===== config.mk =====
export PLATFORM = sky130hd
export DESIGN_NAME = if_stage
export DESIGN_NICKNAME = d
export VERILOG_FILES = /design/src/rtl/if_stage.sv
export SDC_FILE = /design/constraint.sdc
export NUM_CORES = 1
export LEC_CHECK = 0
export ABC_CLOCK_PERIOD_IN_PS = 6200
export CAP_MARGIN = 25
export CORE_MARGIN = 2
export CORE_UTILIZATION = 42
export CTS_CLUSTER_SIZE = 12
export DETAILED_ROUTE_END_ITERATION = 16
export GPL_ROUTABILITY_DRIVEN = 0
export GPL_TIMING_DRIVEN = 0
export PLACE_DENSITY = 0.79
export SYNTH_ARGS = -nofsm -noshare
export SYNTH_HDL_FRONTEND = slang
export SYNTH_SLANG_ARGS = --single-unit

===== constraint.sdc =====
create_clock -name clk -period 6.2 [get_ports clk]
set_input_delay 0.62 -clock clk [delete_from_list [all_inputs] [get_ports clk]]
set_output_delay 0.62 -clock clk [all_outputs]
set_load 0.02 [all_outputs]

===== src/rtl/if_stage.sv =====
`default_nettype none
// ============================================================================
// Module   : if_stage
// Brief    : MIPS instruction-fetch stage with req/ack memory handshake, stall
//            hold buffer and flush drain. Optional macro IF_ALIGN_CHECK_EN.
// Revision : 1.0 - initial release
// ============================================================================
module if_stage #(
    parameter logic [31:0] NOP_INSTR = 32'h0000_0000
) (
    input  logic        clk,
    input  logic        rst,
    input  logic [31:0] pc,
    output logic        pc_keep,
    input  logic        flush,
    input  logic        id_stall,
    output logic        imem_req,
    output logic [31:0] imem_addr,
    input  logic        imem_ack,
    input  logic [31:0] imem_rdata,
    output logic        if_id_valid,
    output logic [31:0] if_id_instr,
    output logic [31:0] if_id_pc,
    output logic [31:0] if_id_pc4
`ifdef IF_ALIGN_CHECK_EN
    ,
    output logic        if_id_misalign
`endif
);

    localparam logic [31:0] c_pc_step = 32'd4;

    typedef enum logic [1:0] {
        S_REQ   = 2'd0,
        S_HOLD  = 2'd1,
        S_DRAIN = 2'd2
    } state_t;

    state_t      r_state, w_state_nxt;
    logic        r_pending, w_pending_nxt;
    logic [31:0] r_req_addr;
    logic [31:0] r_hold_instr, r_hold_pc;
    logic        r_valid;
    logic [31:0] r_instr, r_pc, r_pc4;

    logic        w_slot_free;
    logic        w_req;
    logic [31:0] w_addr;
    logic        w_keep;
    logic        w_load;
    logic [31:0] w_load_instr, w_load_pc;
    logic        w_capture;
    logic        w_latch_addr;
`ifdef IF_ALIGN_CHECK_EN
    logic        r_misalign;
    logic        w_inject;
`endif

    assign w_slot_free = !r_valid || !id_stall;

    always_comb begin
        w_state_nxt   = r_state;
        w_pending_nxt = 1'b0;
        w_req         = 1'b0;
        w_addr        = pc;
        w_keep        = 1'b1;
        w_load        = 1'b0;
        w_load_instr  = imem_rdata;
        w_load_pc     = pc;
        w_capture     = 1'b0;
        w_latch_addr  = 1'b0;
`ifdef IF_ALIGN_CHECK_EN
        w_inject      = 1'b0;
`endif
        case (r_state)
            S_REQ: begin
`ifdef IF_ALIGN_CHECK_EN
                if (pc[1:0] != 2'b00) begin
                    // Misaligned PC never reaches memory; a NOP stands in for it
                    if (flush) begin
                        w_keep = 1'b0;
                    end else if (w_slot_free) begin
                        w_inject     = 1'b1;
                        w_load       = 1'b1;
                        w_load_instr = NOP_INSTR;
                        w_keep       = 1'b0;
                    end
                end else
`endif
                begin
                    // An issued request stays up until acked, even if decode stalls
                    w_req        = w_slot_free || r_pending;
                    w_latch_addr = w_req;
                    if (flush) begin
                        w_keep = 1'b0;
                        if (w_req && !imem_ack) begin
                            w_state_nxt = S_DRAIN;
                        end
                    end else if (imem_ack) begin
                        if (w_slot_free) begin
                            w_load = 1'b1;
                            w_keep = 1'b0;
                        end else begin
                            w_capture   = 1'b1;
                            w_state_nxt = S_HOLD;
                        end
                    end else begin
                        w_pending_nxt = w_req;
                    end
                end
            end
            S_HOLD: begin
                w_keep = !w_slot_free;
                if (flush) begin
                    w_keep      = 1'b0;
                    w_state_nxt = S_REQ;
                end else if (w_slot_free) begin
                    w_load       = 1'b1;
                    w_load_instr = r_hold_instr;
                    w_load_pc    = r_hold_pc;
                    w_state_nxt  = S_REQ;
                end
            end
            S_DRAIN: begin
                // Finish the stale transaction; its data is thrown away
                w_req  = 1'b1;
                w_addr = r_req_addr;
                w_keep = !flush;
                if (imem_ack && !flush) begin
                    w_state_nxt = S_REQ;
                end
            end
            default: begin
                w_state_nxt = S_REQ;
            end
        endcase
    end

    always_ff @(posedge clk) begin
        if (rst) begin
            r_state      <= S_REQ;
            r_pending    <= 1'b0;
            r_req_addr   <= 32'd0;
            r_hold_instr <= 32'd0;
            r_hold_pc    <= 32'd0;
            r_valid      <= 1'b0;
            r_instr      <= NOP_INSTR;
            r_pc         <= 32'd0;
            r_pc4        <= 32'd0;
`ifdef IF_ALIGN_CHECK_EN
            r_misalign   <= 1'b0;
`endif
        end else begin
            r_state   <= w_state_nxt;
            r_pending <= w_pending_nxt;
            if (w_latch_addr) begin
                r_req_addr <= pc;
            end
            if (w_capture) begin
                r_hold_instr <= imem_rdata;
                r_hold_pc    <= pc;
            end
            if (flush) begin
                r_valid    <= 1'b0;
                r_instr    <= NOP_INSTR;
`ifdef IF_ALIGN_CHECK_EN
                r_misalign <= 1'b0;
`endif
            end else if (w_load) begin
                r_valid    <= 1'b1;
                r_instr    <= w_load_instr;
                r_pc       <= w_load_pc;
                r_pc4      <= w_load_pc + c_pc_step;
`ifdef IF_ALIGN_CHECK_EN
                r_misalign <= w_inject;
`endif
            end else if (w_slot_free) begin
                r_valid    <= 1'b0;
                r_instr    <= NOP_INSTR;
`ifdef IF_ALIGN_CHECK_EN
                r_misalign <= 1'b0;
`endif
            end
        end
    end

    assign pc_keep     = w_keep;
    assign imem_req    = w_req;
    assign imem_addr   = w_addr;
    assign if_id_valid = r_valid;
    assign if_id_instr = r_instr;
    assign if_id_pc    = r_pc;
    assign if_id_pc4   = r_pc4;
`ifdef IF_ALIGN_CHECK_EN
    assign if_id_misalign = r_misalign;
`endif

endmodule
`default_nettype wire


## Word level (Yosys, flattened, before mapping)

Index checks and enable logic that the tools add are counted.

- Add/subtract/negate cells: 1
- Equality and inequality tests: 7
- Mux-type cells: 33
- Bitwise logic cells: 2
- Reductions and logical operators: 15

Operators by type and width:

| kind | number |
|---|---|
| 32-bit 2-to-1 mux | 8 |
| 32-bit by 3-bit adder with 32-bit output (second input constant) | 1 |
| 1-bit 2-to-1 mux | 14 |
| 2-bit 2-to-1 mux | 7 |
| 3-bit inequality test (second input constant) | 4 |
| 2-bit one-hot mux with 3 select lines | 1 |
| 1-bit zero test | 5 |
| 5-bit AND reduction | 1 |
| 1-bit one-hot mux with 2 select lines | 2 |
| 4-bit OR reduction | 1 |
| 1-bit one-hot mux with 3 select lines | 1 |
| 2-bit by 1-bit == test with 1-bit output (second input constant) | 1 |
| 2-bit == test (second input constant) | 1 |
| 1-bit logical AND | 2 |
| 2-bit zero test | 1 |
| 1-bit logical OR | 2 |
| 2-bit inequality test (second input constant) | 1 |
| 1-bit NOT | 2 |
| 2-bit AND reduction | 1 |
| 2-bit nonzero test | 1 |
| 2-bit OR reduction | 1 |

- Bits in registers: 196
- Input port bits: 69
- Output and inout port bits: 131
- Logic and storage cells: 67

## Depth between registers and ports, before layout

- Depth after elaboration: 7
- Depth in mapped cells: 14
- Depth with buffers taken out: 10

## Worst setup path before layout

OpenSTA, ideal clock, no wires.

- Kind: input port to flip-flop
- From: input port flush
- To: register r_pc4[28], in the netlist if_id_pc4[28]
- Setup time: 62 ps
- Data arrival time: 3698 ps
- Data required time: 6138 ps
- Path slack: 2440 ps
- Cell stages on the path: 13
- Buffers on the path: 3
- Cells stage by stage: or2_4 nor2_2 clkbuf_1 clkbuf_1 nand2_1 nand2_1 ha_1 nand4_1 or3_1 mux2_2 clkbuf_1 or4_1 nand3_1

- Longest elaborated chain between the ends: 3
- Elaborated cells on any way between the ends: 8
- Classes of those cells: 1 x add/sub; 5 x mux; 1 x bitwise; 1 x reduce/logical

RTL lines:

| item | line | text |
|---|---|---|
| start, declared | 15 | `input logic flush,` |
| 32-bit 2-to-1 mux | 114 | `if (flush) begin` |
| 32-bit 2-to-1 mux | 75 | `case (r_state)` |
| net w_load_pc[3] | 51 | `logic [31:0] w_load_instr, w_load_pc;` |
| 32-bit by 3-bit adder with 32-bit output | 173 | `r_pc4 <= w_load_pc + c_pc_step;` |
| end signal, assigned | 173 |  |
| end, declared | 44 | `logic [31:0] r_instr, r_pc, r_pc4;` |

The timed path passes the listed nets, and every way through them passes these cells.
A chain may end at the register's enable or synchronous reset.

## Worst setup path in the final report

Ends and elaborated chain as after synthesis.

==> flow_metrics.env <==
export IMPL_synth_ff_type="dfxtp_1"
export IMPL_cts_resized_gates=0
export IMPL_start_util_pct=43.0
export IMPL_synth_area_leaders="dfxtp_1, nand2_1, mux2_2"
export IMPL_cts_root_buf="clkbuf_16"
export IMPL_cp_data_required_time_ps=6580
export IMPL_final_period_utilization_pct=80.1
export IMPL_design_die_area_mm2=0.0228
export IMPL_grt_setup_unrepaired="no"
export IMPL_drc=0
export IMPL_cts_sinks=194
export IMPL_netlist_area_mm2=0.00907
export IMPL_grt_pass1_vias=8996
export IMPL_min_period_ps=4970
export IMPL_track_usage_pct=27.1
export IMPL_drive_above_1_share_pct=9.02
export IMPL_yosysUniqueCellTypes=62
export IMPL_grt_pass1_wl_mm=48.0
export IMPL_powerDensity_mw_per_mm2=244
export IMPL_dr_total_vias=9509
export IMPL_cts_max_path_buffers=2
export IMPL_power_total_mw=2.93
export IMPL_r2r_start="r_state[1]$_SDFFE_PP0P_"
export IMPL_dp_hpwl_mm=22.4
export IMPL_ir_worst_vdd_mv=0.232
export IMPL_avgRoutedWirePerCell_um=19.2
export IMPL_reg2regPathDepth=14
export IMPL_core_area_mm2=0.0211
export IMPL_clock_skew_final_ps=13.9
export IMPL_cp_end_kind="flop"
export IMPL_gr_total_overflow=0
export IMPL_clk_pin_slew_ps=80
export IMPL_synth_seq_cells=194
export IMPL_arrival_ps=5350
export IMPL_fin_setup_tns_ps=0
export IMPL_cts_hold_buffers_added=0
export IMPL_syn_inst=1113
export IMPL_synth_most_common_cell="nand2_1"
export IMPL_synth_edf_count=0
export IMPL_reg2reg_slack_ps=1540
export IMPL_netlist_area_leader_share_pct=42.8
export IMPL_nets=1399
export IMPL_cap_viol_max_count=0
export IMPL_numPortBuffers=196
export IMPL_hold_viol=0
export IMPL_die_h_um=151
export IMPL_grt_antenna_before_repair=1
export IMPL_yosysWarnings=0
export IMPL_critical_path_startpoint_type="input port"
export IMPL_ant_nets=0
export IMPL_synth_nets=1183
export IMPL_synth_common_cells="nand2_1, dfxtp_1, a21oi_1"
export IMPL_htree_levels=4
export IMPL_tightest_slew_ps=1020
export IMPL_drt_iter0_markers=1067
export IMPL_postLayoutCoreUtil_pct=56.9
export IMPL_hold_ws_ps=452
export IMPL_clock_latency_ps=450
export IMPL_grt_start_max_net_pins=22
export IMPL_post_cts_buffers=0
export IMPL_worstHoldStart="r_req_addr[17]$_SDFFE_PP0P_"
export IMPL_cp_max_fo=10
export IMPL_fillCellCount=1912
export IMPL_slew_viol_final=0
export IMPL_ys_seq_area_share_pct=42.8
export IMPL_die_x_um=151
export IMPL_yosysTopAreaCell="dfxtp_1"
export IMPL_drt_vias_per_instance=5.88
export IMPL_synthArstFlopShare_pct=0
export IMPL_tritoncts_num_buffers=17
export IMPL_synth_area_per_cell_um2=8.15
export IMPL_drtPass1Iterations=9
export IMPL_reg2reg_to="if_id_pc4[28]$_SDFFE_PP0P_"
export IMPL_outcome="finished clean"
export IMPL_max_freq_mhz=201
export IMPL_rows=53
export IMPL_cts_tree="yes"
export IMPL_min_path_type="reg2reg"
export IMPL_hold_path_depth=2
export IMPL_io_pins=200
export IMPL_power_leakage_nw=4.10
export IMPL_min_to="r_req_addr[17]$_SDFFE_PP0P_"
export IMPL_critical_path_class="in2reg"
export IMPL_slew_headroom_pct=31.4
export IMPL_finalSetupViolCount=0
export IMPL_wl_mm=31.1
export IMPL_syn2layout_area_growth_pct=32.2
-- state kept, by name (all words and copies together), names as in the netlist --
signal        cells
if_id_valid       1
if_id_pc4        30
r_req_addr       32
r_hold_instr     32
if_id_instr      32
if_id_pc         32
r_hold_pc        32
r_state           2
r_pending         1
-- kinds of logic (layout without fill, tap and decap cells) --
logic type	after synthesis	in the layout	share of synthesized area, %
muxes	89	89	10.8
xor gates and xnor gates	7	7	0.676
DFF	194	194	42.8
and+or+nand+nor	458	458	22.4
AOI/OAI and AO/OA	267	267	18.9
other	0	1	0
buffers and inverters	97	326	4.26
adders and majority gates	1	1	0.138
-- layout make-up --
class,instances,area [um^2],area share [%]
repair buffers,197,1970,16.4
inverters,5,18.8,0.156
diodes,1,2.50,0.0209
clock buffers,17,425,3.55
multi-input cells,822,4800,40.0
plain buffers,92,368,3.07
flip-flops and latches,194,3880,32.4
clock inverters,15,181,1.51
well taps,275,344,2.87
-- metal layers --
metal,vias up,track usage (%),wire (um)
li1,4403,-,-
met1,4420,34.6,12400
met2,576,42.1,13900
met3,110,8.70,3490
met4,0,12.1,1320
met5,-,0,0
-- worst max-delay path, stage by stage --
cell,delay (ps)
clkdlybuf4s50_1,530
or2_4,310
nor2_2,440
clkbuf_1,680
clkbuf_1,480
nand2_1,140
nand2_1,90
ha_1,300
nand4_1,170
or3_1,400
mux2_2,320
clkbuf_1,240
or4_1,540
nand3_1,70
-- cell usage in the layout, fill, tap and decap left out, drive strengths merged, types with 5 or more instances in the layout --
cell type / Yosys / layout
o211ai: 13 / 13
nor2: 74 / 74
nor3: 11 / 11
inv: 5 / 14
clkdlybuf4s50: 0 / 196
a211oi: 19 / 19
clkbuf: 79 / 96
dfxtp: 194 / 194
nand3: 55 / 55
o21ai: 26 / 26
and4: 5 / 5
xor2: 5 / 5
buf: 13 / 14
o32a: 5 / 5
mux2i: 17 / 17
clkinv: 0 / 6
and3: 8 / 8
nand2: 244 / 244
a21oi: 120 / 120
a22oi: 34 / 34
or4: 10 / 10
mux2: 72 / 72
and2: 10 / 10
nand4: 25 / 25
a311oi: 6 / 6
a211o: 5 / 5
-- metrics by stage --
stage / setup WS, ps / cells / area, um^2
after floorplan: 2440 / 1113 / 9070
after global placement: 933 / 1584 / 11400
after detailed placement: 927 / 1585 / 11400
after CTS: 1350 / 1617 / 12000
after global routing: 1030 / 1617 / 12000
final: 1230 / 1618 / 12000
-- where the power goes --
part / internal (mW) / switching [mW] / total (mW)
clock network: 0.551 / 0.580 / 1.13
logic: 0.203 / 0.269 / 0.472
registers: 1.29 / 0.0290 / 1.32
total: 2.05 / 0.878 / 2.93
-- worst max-delay path by stage --
| stage | slack, ps | from | endpoint | cells past startpoint |
|---|---|---|---|---|
| after global routing | 1030 | flush | if_id_pc4[28]$_SDFFE_PP0P_ | 14 |
| after floorplan | 2440 | flush | if_id_pc4[28]$_SDFFE_PP0P_ | 13 |
| final | 1230 | flush | if_id_pc4[28]$_SDFFE_PP0P_ | 14 |
| after CTS | 1350 | flush | if_id_pc4[28]$_SDFFE_PP0P_ | 14 |
| after global placement | 930 | flush | if_id_pc4[28]$_SDFFE_PP0P_ | 14 |
| after detailed placement | 930 | flush | if_id_pc4[28]$_SDFFE_PP0P_ | 14 |
No activity file was read; power rests on OpenSTA's default activity.
